$ cat src/rtl/alu_arbiter_pkg.sv
// Shared encodings for the calculator ALU path: op codes, arbiter FSM states
// and the modular round-robin index helpers.
package alu_arbiter_pkg;

    typedef enum logic [1:0] {
        OP_ADD = 2'd0,
        OP_SUB = 2'd1,
        OP_MUL = 2'd2,
        OP_DIV = 2'd3
    } alu_op_t;

    typedef enum logic [1:0] {
        ST_IDLE  = 2'd0,
        ST_ISSUE = 2'd1,
        ST_WAIT  = 2'd2,
        ST_RESP  = 2'd3
    } arb_state_t;

    // (p + i) mod n for p < n and i <= n, without a divider.
    function automatic int rr_add(input int p, input int i, input int n);
        int s;
        s = p + i;
        return (s >= n) ? (s - n) : s;
    endfunction

    // Requester index following cur, wrapping n-1 -> 0.
    function automatic int rr_next(input int cur, input int n);
        return rr_add(cur, 1, n);
    endfunction

endpackage

$ cat src/rtl/alu_arbiter_if.sv
// Bundle of requester-side and ALU-side handshake signals around the arbiter.
// slave: the arbiter itself. master: whatever drives requests and models the ALU.
interface alu_arbiter_if #(
    parameter int DATA_WIDTH = 16,
    parameter int NUM_REQ    = 2
);
    // requester side
    logic [NUM_REQ*DATA_WIDTH-1:0] i_req_a;
    logic [NUM_REQ*DATA_WIDTH-1:0] i_req_b;
    logic [NUM_REQ*2-1:0]          i_req_op;
    logic [NUM_REQ-1:0]            i_req_signed;
    logic [NUM_REQ-1:0]            i_req_valid;
    logic [NUM_REQ-1:0]            o_req_ready;
    logic [DATA_WIDTH-1:0]         o_rsp_result;
    logic                          o_rsp_error;
    logic [NUM_REQ-1:0]            o_rsp_valid;
    logic [NUM_REQ-1:0]            i_rsp_ready;
    // ALU side
    logic [DATA_WIDTH-1:0]         o_alu_a;
    logic [DATA_WIDTH-1:0]         o_alu_b;
    logic [1:0]                    o_alu_op;
    logic                          o_alu_signed;
    logic                          o_alu_valid;
    logic                          i_alu_ready;
    logic [DATA_WIDTH-1:0]         i_alu_result;
    logic                          i_alu_error;
    logic                          i_alu_valid;
    logic                          o_alu_rsp_ready;
    // status
    logic                          o_busy;
    logic [$clog2(NUM_REQ)-1:0]    o_grant;

    modport slave (
        input  i_req_a, i_req_b, i_req_op, i_req_signed, i_req_valid, i_rsp_ready,
        input  i_alu_ready, i_alu_result, i_alu_error, i_alu_valid,
        output o_req_ready, o_rsp_result, o_rsp_error, o_rsp_valid,
        output o_alu_a, o_alu_b, o_alu_op, o_alu_signed, o_alu_valid, o_alu_rsp_ready,
        output o_busy, o_grant
    );

    modport master (
        output i_req_a, i_req_b, i_req_op, i_req_signed, i_req_valid, i_rsp_ready,
        output i_alu_ready, i_alu_result, i_alu_error, i_alu_valid,
        input  o_req_ready, o_rsp_result, o_rsp_error, o_rsp_valid,
        input  o_alu_a, o_alu_b, o_alu_op, o_alu_signed, o_alu_valid, o_alu_rsp_ready,
        input  o_busy, o_grant
    );

endinterface

$ cat src/rtl/alu_arbiter_rr_picker.sv
// Combinational round-robin picker: first asserted request scanning from ptr
// upward with wrap. Produces one-hot, index and an any-valid flag.
module rr_picker
    import alu_arbiter_pkg::*;
#(
    parameter int NUM_REQ = 2
) (
    input  logic [NUM_REQ-1:0]         req,
    input  logic [$clog2(NUM_REQ)-1:0] ptr,
    output logic [NUM_REQ-1:0]         grant_oh,
    output logic [$clog2(NUM_REQ)-1:0] grant_idx,
    output logic                       any
);
    localparam int IW = $clog2(NUM_REQ);

    // Walk the requesters in priority order starting at ptr; first hit wins.
    always_comb begin
        grant_oh  = '0;
        grant_idx = '0;
        any       = 1'b0;
        for (int i = 0; i < NUM_REQ; i++) begin
            if (!any && req[rr_add(int'(ptr), i, NUM_REQ)]) begin
                any = 1'b1;
                grant_oh[rr_add(int'(ptr), i, NUM_REQ)] = 1'b1;
                grant_idx = IW'(rr_add(int'(ptr), i, NUM_REQ));
            end
        end
    end

endmodule

$ cat src/rtl/alu_arbiter.sv
// Shares the single multi-cycle ALU between NUM_REQ requesters.
// Round-robin grant, one operation in flight, operands latched at grant,
// response routed back to the granted requester only. Optional watchdog
// turns a silent ALU into an error response.
module alu_arbiter
    import alu_arbiter_pkg::*;
#(
    parameter int DATA_WIDTH     = 16,
    parameter int NUM_REQ        = 2,
    parameter int TIMEOUT_CYCLES = 255
) (
    input  logic        clk,
    input  logic        rst,
    alu_arbiter_if.slave bus
);
    localparam int GW   = $clog2(NUM_REQ);
    localparam int WD_W = (TIMEOUT_CYCLES > 0) ? $clog2(TIMEOUT_CYCLES + 1) : 1;

    arb_state_t            state;
    logic [GW-1:0]         rr_ptr;
    logic [GW-1:0]         grant;
    logic [DATA_WIDTH-1:0] a_q;
    logic [DATA_WIDTH-1:0] b_q;
    alu_op_t               op_q;
    logic                  signed_q;
    logic [DATA_WIDTH-1:0] result_q;
    logic                  error_q;
    logic [WD_W-1:0]       wdog;
    logic [WD_W-1:0]       wdog_inc;
    logic                  wd_hit;

    logic [NUM_REQ-1:0]    pick_oh;
    logic [GW-1:0]         pick_idx;
    logic                  pick_any;
    logic                  rsp_ack;

    rr_picker #(.NUM_REQ(NUM_REQ)) u_picker (
        .req       (bus.i_req_valid),
        .ptr       (rr_ptr),
        .grant_oh  (pick_oh),
        .grant_idx (pick_idx),
        .any       (pick_any)
    );

    // Watchdog fires on the last allowed ISSUE/WAIT cycle. A handshake taken
    // on that same cycle pushes the count one past the limit, so compare with
    // >= to make sure the following WAIT still times out.
    if (TIMEOUT_CYCLES > 0) begin : g_wd
        assign wd_hit = (wdog >= WD_W'(TIMEOUT_CYCLES - 1));
    end else begin : g_no_wd
        assign wd_hit = 1'b0;
    end

    // saturating increment so the counter never wraps back below the limit
    assign wdog_inc = (wdog == WD_W'(TIMEOUT_CYCLES)) ? wdog : wdog + WD_W'(1);

    // only the requester that owns the op may close the response
    assign rsp_ack = bus.i_rsp_ready[grant];

    // Arbitration FSM: grant, issue to ALU, wait for result, hand back.
    always_ff @(posedge clk or posedge rst) begin
        if (rst) begin
            state    <= ST_IDLE;
            rr_ptr   <= '0;
            grant    <= '0;
            a_q      <= '0;
            b_q      <= '0;
            op_q     <= OP_ADD;
            signed_q <= 1'b0;
            result_q <= '0;
            error_q  <= 1'b0;
            wdog     <= '0;
        end else begin
            case (state)
                ST_IDLE: begin
                    if (pick_any) begin
                        a_q      <= bus.i_req_a[int'(pick_idx)*DATA_WIDTH +: DATA_WIDTH];
                        b_q      <= bus.i_req_b[int'(pick_idx)*DATA_WIDTH +: DATA_WIDTH];
                        op_q     <= alu_op_t'(bus.i_req_op[int'(pick_idx)*2 +: 2]);
                        signed_q <= bus.i_req_signed[pick_idx];
                        grant    <= pick_idx;
                        wdog     <= '0;
                        state    <= ST_ISSUE;
                    end
                end
                ST_ISSUE: begin
                    if (bus.i_alu_ready) begin
                        wdog  <= wdog_inc;
                        state <= ST_WAIT;
                    end else if (wd_hit) begin
                        // give up without a handshake; o_alu_valid drops with the state
                        result_q <= '0;
                        error_q  <= 1'b1;
                        state    <= ST_RESP;
                    end else begin
                        wdog <= wdog_inc;
                    end
                end
                ST_WAIT: begin
                    if (bus.i_alu_valid) begin
                        result_q <= bus.i_alu_result;
                        error_q  <= bus.i_alu_error;
                        state    <= ST_RESP;
                    end else if (wd_hit) begin
                        result_q <= '0;
                        error_q  <= 1'b1;
                        state    <= ST_RESP;
                    end else begin
                        wdog <= wdog_inc;
                    end
                end
                ST_RESP: begin
                    if (rsp_ack) begin
                        rr_ptr <= GW'(rr_next(int'(grant), NUM_REQ));
                        state  <= ST_IDLE;
                    end
                end
                default: state <= ST_IDLE;
            endcase
        end
    end

    // Accept is combinational in IDLE so the winner sees ready in the request cycle.
    assign bus.o_req_ready     = (state == ST_IDLE) ? pick_oh : '0;
    assign bus.o_rsp_valid     = (state == ST_RESP) ? (NUM_REQ'(1) << grant) : '0;
    assign bus.o_rsp_result    = result_q;
    assign bus.o_rsp_error     = error_q;

    assign bus.o_alu_a         = a_q;
    assign bus.o_alu_b         = b_q;
    assign bus.o_alu_op        = op_q;
    assign bus.o_alu_signed    = signed_q;
    assign bus.o_alu_valid     = (state == ST_ISSUE);
    // IDLE also accepts results so a late answer after a timeout is drained
    assign bus.o_alu_rsp_ready = (state == ST_WAIT) || (state == ST_IDLE);

    assign bus.o_busy          = (state != ST_IDLE);
    assign bus.o_grant         = grant;

endmodule

$ cat src/flat_wrapper.sv
// flat-port wrapper written by rule: the top's interface ports become plain ports
module alu_arbiter_flat import alu_arbiter_pkg::*;
#(
    parameter int DATA_WIDTH     = 16,
    parameter int NUM_REQ        = 2,
    parameter int TIMEOUT_CYCLES = 255
)
  (clk, rst, bus_i_req_a, bus_i_req_b, bus_i_req_op, bus_i_req_signed, bus_i_req_valid, bus_i_rsp_ready, bus_i_alu_ready, bus_i_alu_result, bus_i_alu_error, bus_i_alu_valid, bus_o_req_ready, bus_o_rsp_result, bus_o_rsp_error, bus_o_rsp_valid, bus_o_alu_a, bus_o_alu_b, bus_o_alu_op, bus_o_alu_signed, bus_o_alu_valid, bus_o_alu_rsp_ready, bus_o_busy, bus_o_grant);
  alu_arbiter_if #(.DATA_WIDTH(DATA_WIDTH), .NUM_REQ(NUM_REQ)) bus_i ();
  input  logic clk;
  input  logic rst;
  input wire logic [$bits(bus_i.i_req_a)-1:0] bus_i_req_a;
  input wire logic [$bits(bus_i.i_req_b)-1:0] bus_i_req_b;
  input wire logic [$bits(bus_i.i_req_op)-1:0] bus_i_req_op;
  input wire logic [$bits(bus_i.i_req_signed)-1:0] bus_i_req_signed;
  input wire logic [$bits(bus_i.i_req_valid)-1:0] bus_i_req_valid;
  input wire logic [$bits(bus_i.i_rsp_ready)-1:0] bus_i_rsp_ready;
  input wire logic [$bits(bus_i.i_alu_ready)-1:0] bus_i_alu_ready;
  input wire logic [$bits(bus_i.i_alu_result)-1:0] bus_i_alu_result;
  input wire logic [$bits(bus_i.i_alu_error)-1:0] bus_i_alu_error;
  input wire logic [$bits(bus_i.i_alu_valid)-1:0] bus_i_alu_valid;
  output wire logic [$bits(bus_i.o_req_ready)-1:0] bus_o_req_ready;
  output wire logic [$bits(bus_i.o_rsp_result)-1:0] bus_o_rsp_result;
  output wire logic [$bits(bus_i.o_rsp_error)-1:0] bus_o_rsp_error;
  output wire logic [$bits(bus_i.o_rsp_valid)-1:0] bus_o_rsp_valid;
  output wire logic [$bits(bus_i.o_alu_a)-1:0] bus_o_alu_a;
  output wire logic [$bits(bus_i.o_alu_b)-1:0] bus_o_alu_b;
  output wire logic [$bits(bus_i.o_alu_op)-1:0] bus_o_alu_op;
  output wire logic [$bits(bus_i.o_alu_signed)-1:0] bus_o_alu_signed;
  output wire logic [$bits(bus_i.o_alu_valid)-1:0] bus_o_alu_valid;
  output wire logic [$bits(bus_i.o_alu_rsp_ready)-1:0] bus_o_alu_rsp_ready;
  output wire logic [$bits(bus_i.o_busy)-1:0] bus_o_busy;
  output wire logic [$bits(bus_i.o_grant)-1:0] bus_o_grant;
  assign bus_i.i_req_a = bus_i_req_a;
  assign bus_i.i_req_b = bus_i_req_b;
  assign bus_i.i_req_op = bus_i_req_op;
  assign bus_i.i_req_signed = bus_i_req_signed;
  assign bus_i.i_req_valid = bus_i_req_valid;
  assign bus_i.i_rsp_ready = bus_i_rsp_ready;
  assign bus_i.i_alu_ready = bus_i_alu_ready;
  assign bus_i.i_alu_result = bus_i_alu_result;
  assign bus_i.i_alu_error = bus_i_alu_error;
  assign bus_i.i_alu_valid = bus_i_alu_valid;
  assign bus_o_req_ready = bus_i.o_req_ready;
  assign bus_o_rsp_result = bus_i.o_rsp_result;
  assign bus_o_rsp_error = bus_i.o_rsp_error;
  assign bus_o_rsp_valid = bus_i.o_rsp_valid;
  assign bus_o_alu_a = bus_i.o_alu_a;
  assign bus_o_alu_b = bus_i.o_alu_b;
  assign bus_o_alu_op = bus_i.o_alu_op;
  assign bus_o_alu_signed = bus_i.o_alu_signed;
  assign bus_o_alu_valid = bus_i.o_alu_valid;
  assign bus_o_alu_rsp_ready = bus_i.o_alu_rsp_ready;
  assign bus_o_busy = bus_i.o_busy;
  assign bus_o_grant = bus_i.o_grant;
  alu_arbiter #(.DATA_WIDTH(DATA_WIDTH), .NUM_REQ(NUM_REQ), .TIMEOUT_CYCLES(TIMEOUT_CYCLES)) u_core (.clk(clk), .rst(rst), .bus(bus_i));
endmodule
$ cat config.mk
export PLATFORM = sky130hd
export DESIGN_NAME = alu_arbiter_flat
export DESIGN_NICKNAME = d
export VERILOG_FILES = /design/src/rtl/alu_arbiter_pkg.sv /design/src/rtl/alu_arbiter_if.sv /design/src/rtl/alu_arbiter_rr_picker.sv /design/src/rtl/alu_arbiter.sv /design/src/flat_wrapper.sv
export SDC_FILE = /design/constraint.sdc
export NUM_CORES = 1
export LEC_CHECK = 0
export CAP_MARGIN = 40
export CORE_MARGIN = 1.5
export CORE_UTILIZATION = 30
export DETAILED_ROUTE_END_ITERATION = 10
export PLACE_DENSITY = 0.69
export RECOVER_POWER = 25
export SETUP_SLACK_MARGIN = 0.1
export SYNTH_ARGS = -nofsm -noshare
export SYNTH_HDL_FRONTEND = slang
export SYNTH_HIERARCHICAL = 1
export SYNTH_SLANG_ARGS = --single-unit
$ cat constraint.sdc
create_clock -name clk -period 2.2 [get_ports clk]
set_input_delay 0.22 -clock clk [delete_from_list [all_inputs] [get_ports clk]]
set_output_delay 0.22 -clock clk [all_outputs]
set_load 0.1 [all_outputs]
# == Yosys cells after proc, flatten, opt, wreduce, memory -nomap -nowiden ==
# Cells that the tools add are included.
# op_classes
magnitude_cmp,10
bitwise,1
n_eq_ne,8
multipliers,0
div,0
muxes,45
n_reduce_logical,14
shift,4
n_addsub,6
# ops
cell,n
$ge A32 B1 Y1 const B,2
$lt A32 B3 Y1 const B,2
$mux W32,2
$shiftx A32 B6 Y16,2
$mux W16,3
$mux W8,5
$pmux W16 S2,1
$pmux W8 S3,1
$mux W1,20
$mux W2,9
$add A8 B1 Y8 const B,1
$eq A8 B8 Y1 const B,1
$ge A8 B8 Y1 const B,1
$pmux W2 S4,1
$reduce_and A2 Y1,4
$add A1 B1 Y2 const B,2
$eq A2 B2 Y1 const B,2
$ge A2 B2 Y1 const B,2
$lt A1 B2 Y1 const B,2
$ne A2 B1 Y1 const B,2
$ne A2 B2 Y1 const B,2
$reduce_bool A2 Y1,2
$shiftx A4 B3 Y2,1
$logic_and A1 B1 Y1,3
14 further kinds,15
# totals
reg_bits,64
mem_bits_rw,0
elab_cells,98
in_bits,95
rom_bits,0
latchBits,0
mem_count,0
out_inout_bits,60

# == Depth between registers and ports, before layout ==
# depth
depth_word,11
depth_mapped,8
mapped_depth_nobuf,6

# == By module ==
# Netlist, hierarchy kept.
# by_module_without_submodules
mod,cells_each,area_per_inst_um2,n_inst,seq_area_each_um2
alu_arbiter,307,3150.5,1,1601.5
rr_picker,5,32.5,1,0.0

# == Least setup slack after synthesis ==
# OpenSTA, ideal clock, no wires.
# synth_timing
path_type,reg-to-reg
from,register u_core.state[1]
to,register u_core.wdog[5]
setup_time_ns,0.080
path_slack_ns,-0.431
required_ns,2.120
period_less_slack_ns,2.631
path_buffers,2
arrival_ns,2.550
path_stages_with_launch,9
path_cell_list,dfrtp_1 -> inv_1 -> ha_1 -> buf_2 -> nor3_1 -> a211o_1 -> buf_6 -> or4b_4 -> o211ai_2
# synth_between
elab_chain_len,3
word_cells_on_any_way,8
classes_between,eq/ne (4); mux (1); reduce/logical (3)
# synth_lines
element,line_no,text
start: declaration,alu_arbiter.sv:19,arb_state_t state;
start signal: assignment,alu_arbiter.sv:63,state <= ST_IDLE;
start signal: assignment,alu_arbiter.sv:83,state <= ST_ISSUE;
start signal: assignment,alu_arbiter.sv:89,state <= ST_WAIT;
$eq A2 B1 Y1 *,-,
named net bus_o_alu_valid,flat_wrapper.sv:30,output wire logic [$bits(bus_i.o_alu_valid)-1:0] bus_o_alu_valid;
$reduce_bool A3 Y1 (no source line),-,
$reduce_and A3 Y1 (no source line),-,
end signal: assignment,alu_arbiter.sv:88,wdog <= wdog_inc;
end signal: assignment,alu_arbiter.sv:96,wdog <= wdog_inc;
end signal: assignment,alu_arbiter.sv:109,wdog <= wdog_inc;
end: declaration,alu_arbiter.sv:28,logic [WD_W-1:0] wdog;
# Mark *: on every way through the listed nets, which the timed path passes. The rest lies on a longest branch.
# A chain may end at the register's enable or synchronous reset.

# == Final worst setup path ==
# layout_timing
from,register u_core.state[0]
to,output port bus_o_alu_rsp_ready
# layout_between
elab_chain_len,2
word_cells_on_any_way,3
classes_between,eq/ne (1); reduce/logical (2)
# layout_lines
element,line_no,text
$eq A2 B2 Y1 / $logic_not A2 Y1 (equally long branches),alu_arbiter.sv:135,assign bus.o_alu_rsp_ready = (state == ST_WAIT) || (state == ST_IDLE);
$logic_or A1 B1 Y1 *,alu_arbiter.sv:135,
end: declaration,flat_wrapper.sv:31,output wire logic [$bits(bus_i.o_alu_rsp_ready)-1:0] bus_o_alu_rsp_ready;
# Mark *: on every way between the ends. The rest lies on a longest branch, timed or not.

==> qor.yml <==
run_status:
  status: "finished, violations left"
  violations: "max-capacitance violations, max-slew violations"
global_routing:
  grt_pass1_vias: 2816
  grt_max_degree: 71
  overflow: 0
  antenna_found_initial: 0
  gr-usage-all-layers_pct: 14.71
  grt_pass1_wl_mm: 13.28
final_layout:
  layout.nets: 568
  fin_util_pct: 48.78
  synthToLayoutAreaGrowth_pct: 58.22
  drive_above_1_share_pct: 20.85
  diodes: 0
clock_network:
  cts_made_buffers: 9
  cts-resized-gates: 0
  clk_path_buf_depth: 2
  cts_tree: "built"
  cts.sinks: 64
  postCtsSetupBuffers: 0
  htreeDepth: 3
  cts-hold-fix-buffers: 0
  clkTransAtPathRegs_ps: 60
  clk_latency_ps: 330
  clock_tree.root_cell: "clkbuf_8"
yosys:
  seq_area_frac_synth_pct: 50.31
  synth_cell_type_count: 42
  syn_inst: 312
  synth_largest_area_cell: "dfrtp_1"
  synthXorXnorAreaFrac_pct: 0
  synth_top_family_by_area: "compound AO/OA/AOI/OAI gates"
  synth_commonest_cells: "dfrtp_1, a21oi_1, nor2_1"
  synth_area_leaders: "dfrtp_1, mux2i_1, a21oi_1, nor2_1, a22o_1"
  synth_adder_area_share_pct: 2.358
  ys_ff_latch: 64
  synth_most_common_cell: "dfrtp_1"
  synthArstFlopShare_pct: 100.0
  ys.flop_type: "dfrtp_1"
  netlist.area_leader.share_pct: 50.31
  ys_warn_count: 6
  synth_fp_nets: 413
  syn_avg_cell_area_um2: 10.20
  netlist_area_um2: 3183
  synth-simple-area-share_pct: 12.11
  muxShareOfSynthArea_pct: 11.99
  synth_edf_count: 0
  synth_compound_area_share_pct: 18.71
timing:
  fin_worst_skew_ps: 10.09
  rsz0062_at_grt: "false"
  finalHoldViolations: 0
  tightest_slew_ps: 1560
  slew_violations: 65
  period_share_pct: 89.78
  finalSetupTns_ps: 0
  relSlewSlack_pct: -4.025
  fin_ws_ps: 224.7
  fmax_mhz: 506.3
  report.final.setup_viol: 0
  period_minus_slack_ps: 1975
worst_setup_path:
  reg2reg_depth: 6
  rr_endpoint: "u_core/wdog[3]"
  worst-path-buf-inv: 3
  cp_max_fo: 9
  cp.arrival_ps: 1760
  critPathSlowestCell: "dfrtp_1"
  r2r_slack_ps: 290
  setup.worst_path.class: "flop to output port"
  cp_top_family: "buffers and inverters"
  critPathRequiredTime_ps: 1980
  regToRegStartpoint: "u_core/state[0]"
  slowest_delay_ps: 440
  critPathLaunchType: "flop"
  crit_chain: "inv_1 -> ha_1 -> buf_4 -> or2_2 -> buf_12"
  endpoint_kind: "output port"
route:
  first_pass_iters: 4
  drc: 0
  drtIter0Drc: 107
  via_per_inst: 4.683
  antenna_left: 0
  drt-total-wl_mm: 8.220
  wl_per_cell_um: 13.56
  via_count: 2838
placement:
  place.gp.congestion: 0.7877
  portBuffers: 154
  hpwl_mm: 6.164
  preCtsSetupSlack_ps: 237.4
die:
  io_pins: 155
  start_util_pct: 30.83
  die_h_um: 106.0
  dieArea_um2: 11240
  die_width_um: 106.0
  coreArea_um2: 10320
  rows: 37
hold_path:
  min_path_cells: 3
  hold_path_class: "input port to flop"
  whs_endpoint: "u_core/bus.o_rsp_error"
  min_from: "bus_i_alu_error"
run:
  cap_violations: 1
-- cells in the final DEF, fill, tap and decap left out, types with 2 or more instances in the layout --
| cell type | synthesis | final |
|---|---|---|
| o211ai_2 | 2 | 2 |
| or3_1 | 2 | 2 |
| a22o_1 | 17 | 17 |
| buf_12 | 0 | 8 |
| o21ai_0 | 6 | 6 |
| mux2i_1 | 37 | 37 |
| ha_1 | 6 | 5 |
| nor3_1 | 3 | 3 |
| clkdlybuf4s50_1 | 0 | 94 |
| o211ai_1 | 3 | 3 |
| a21boi_0 | 3 | 2 |
| nand3_1 | 4 | 4 |
| clkbuf_8 | 0 | 11 |
| and2_1 | 4 | 3 |
| dfrtp_1 | 64 | 64 |
| nor2_1 | 42 | 42 |
| a21o_1 | 2 | 2 |
| inv_1 | 15 | 14 |
| nand2b_1 | 4 | 4 |
| a21oi_1 | 50 | 50 |
| buf_4 | 1 | 59 |
| or2_2 | 3 | 3 |
| nand2_1 | 8 | 8 |
-- area by class of cell --
class	instances	area, um^2
clock buffer	11	151.4
clock inverter	3	42.54
fill	948	5288
inverter	15	56.30
multi-input combinational	215	1465
sequential	64	1602
tap	136	170.2
timing repair buffer	162	1549
-- routing by layer --
layer | vias to the layer above | wire, um | GRT usage [%]
li1 | 1413 | - | -
met1 | 1324 | 3541 | 17.67
met2 | 92 | 4121 | 25.51
met3 | 9 | 448 | 3.679
met4 | 0 | 108 | 5.212
met5 | - | 0 | 0
-- worst reg2reg max path: cells and delay by family (launching register included) --
kind,cells,cell delay (ps)
buf+inv,1,90
fa+ha+maj,1,290
compound gates,2,350
flops,1,440
simple gates,2,680
-- worst max-delay path by stage --
stage / slack (ps) / to / depth (start not counted) / startpoint
2_1_floorplan: 110 / u_core/wdog[5] / 8 / u_core/state[1]
3_3_place_gp: 250 / u_core/wdog[3] / 6 / bus_i_req_valid[0]
3_5_place_dp: 240 / u_core/wdog[3] / 6 / bus_i_req_valid[0]
4_1_cts: 200 / bus_o_alu_rsp_ready / 5 / u_core/state[0]
5_1_grt: 120 / bus_o_alu_rsp_ready / 5 / u_core/state[0]
6_report: 220 / bus_o_alu_rsp_ready / 5 / u_core/state[0]
-- state kept, by name, summed over array words and instances, names as in the netlist --
| name | cells |
|---|---|
| u_core/state | 2 |
| u_core/bus.o_alu_signed | 1 |
| u_core/bus.o_grant | 1 |
| u_core/bus.o_alu_a | 16 |
| u_core/bus.o_rsp_result | 16 |
| u_core/bus.o_rsp_error | 1 |
| u_core/wdog | 8 |
| u_core/rr_ptr | 1 |
| u_core/bus.o_alu_b | 16 |
| u_core/bus.o_alu_op | 2 |
-- kinds of logic (layout without fill, tap and decap cells) --
group,Yosys count,after routing
AOI/OAI and AO/OA,92,92
DFF,64,64
buffers and inverters,33,191
muxes,38,38
and+or+nand+nor,79,79
adders and majority gates,6,6
-- metrics by stage --
step	instance area, um^2	hold slack [ps]	std cells
global placement	4857	486.5	592
floorplan	3201	359.7	312
global route	5036	472.5	606
CTS	5051	287.8	606
finish	5036	478.1	606
detailed placement	4857	483.8	592
Power is not shown: default switching activity piles up to over one toggle a cycle in this logic, so the estimate is an artifact.
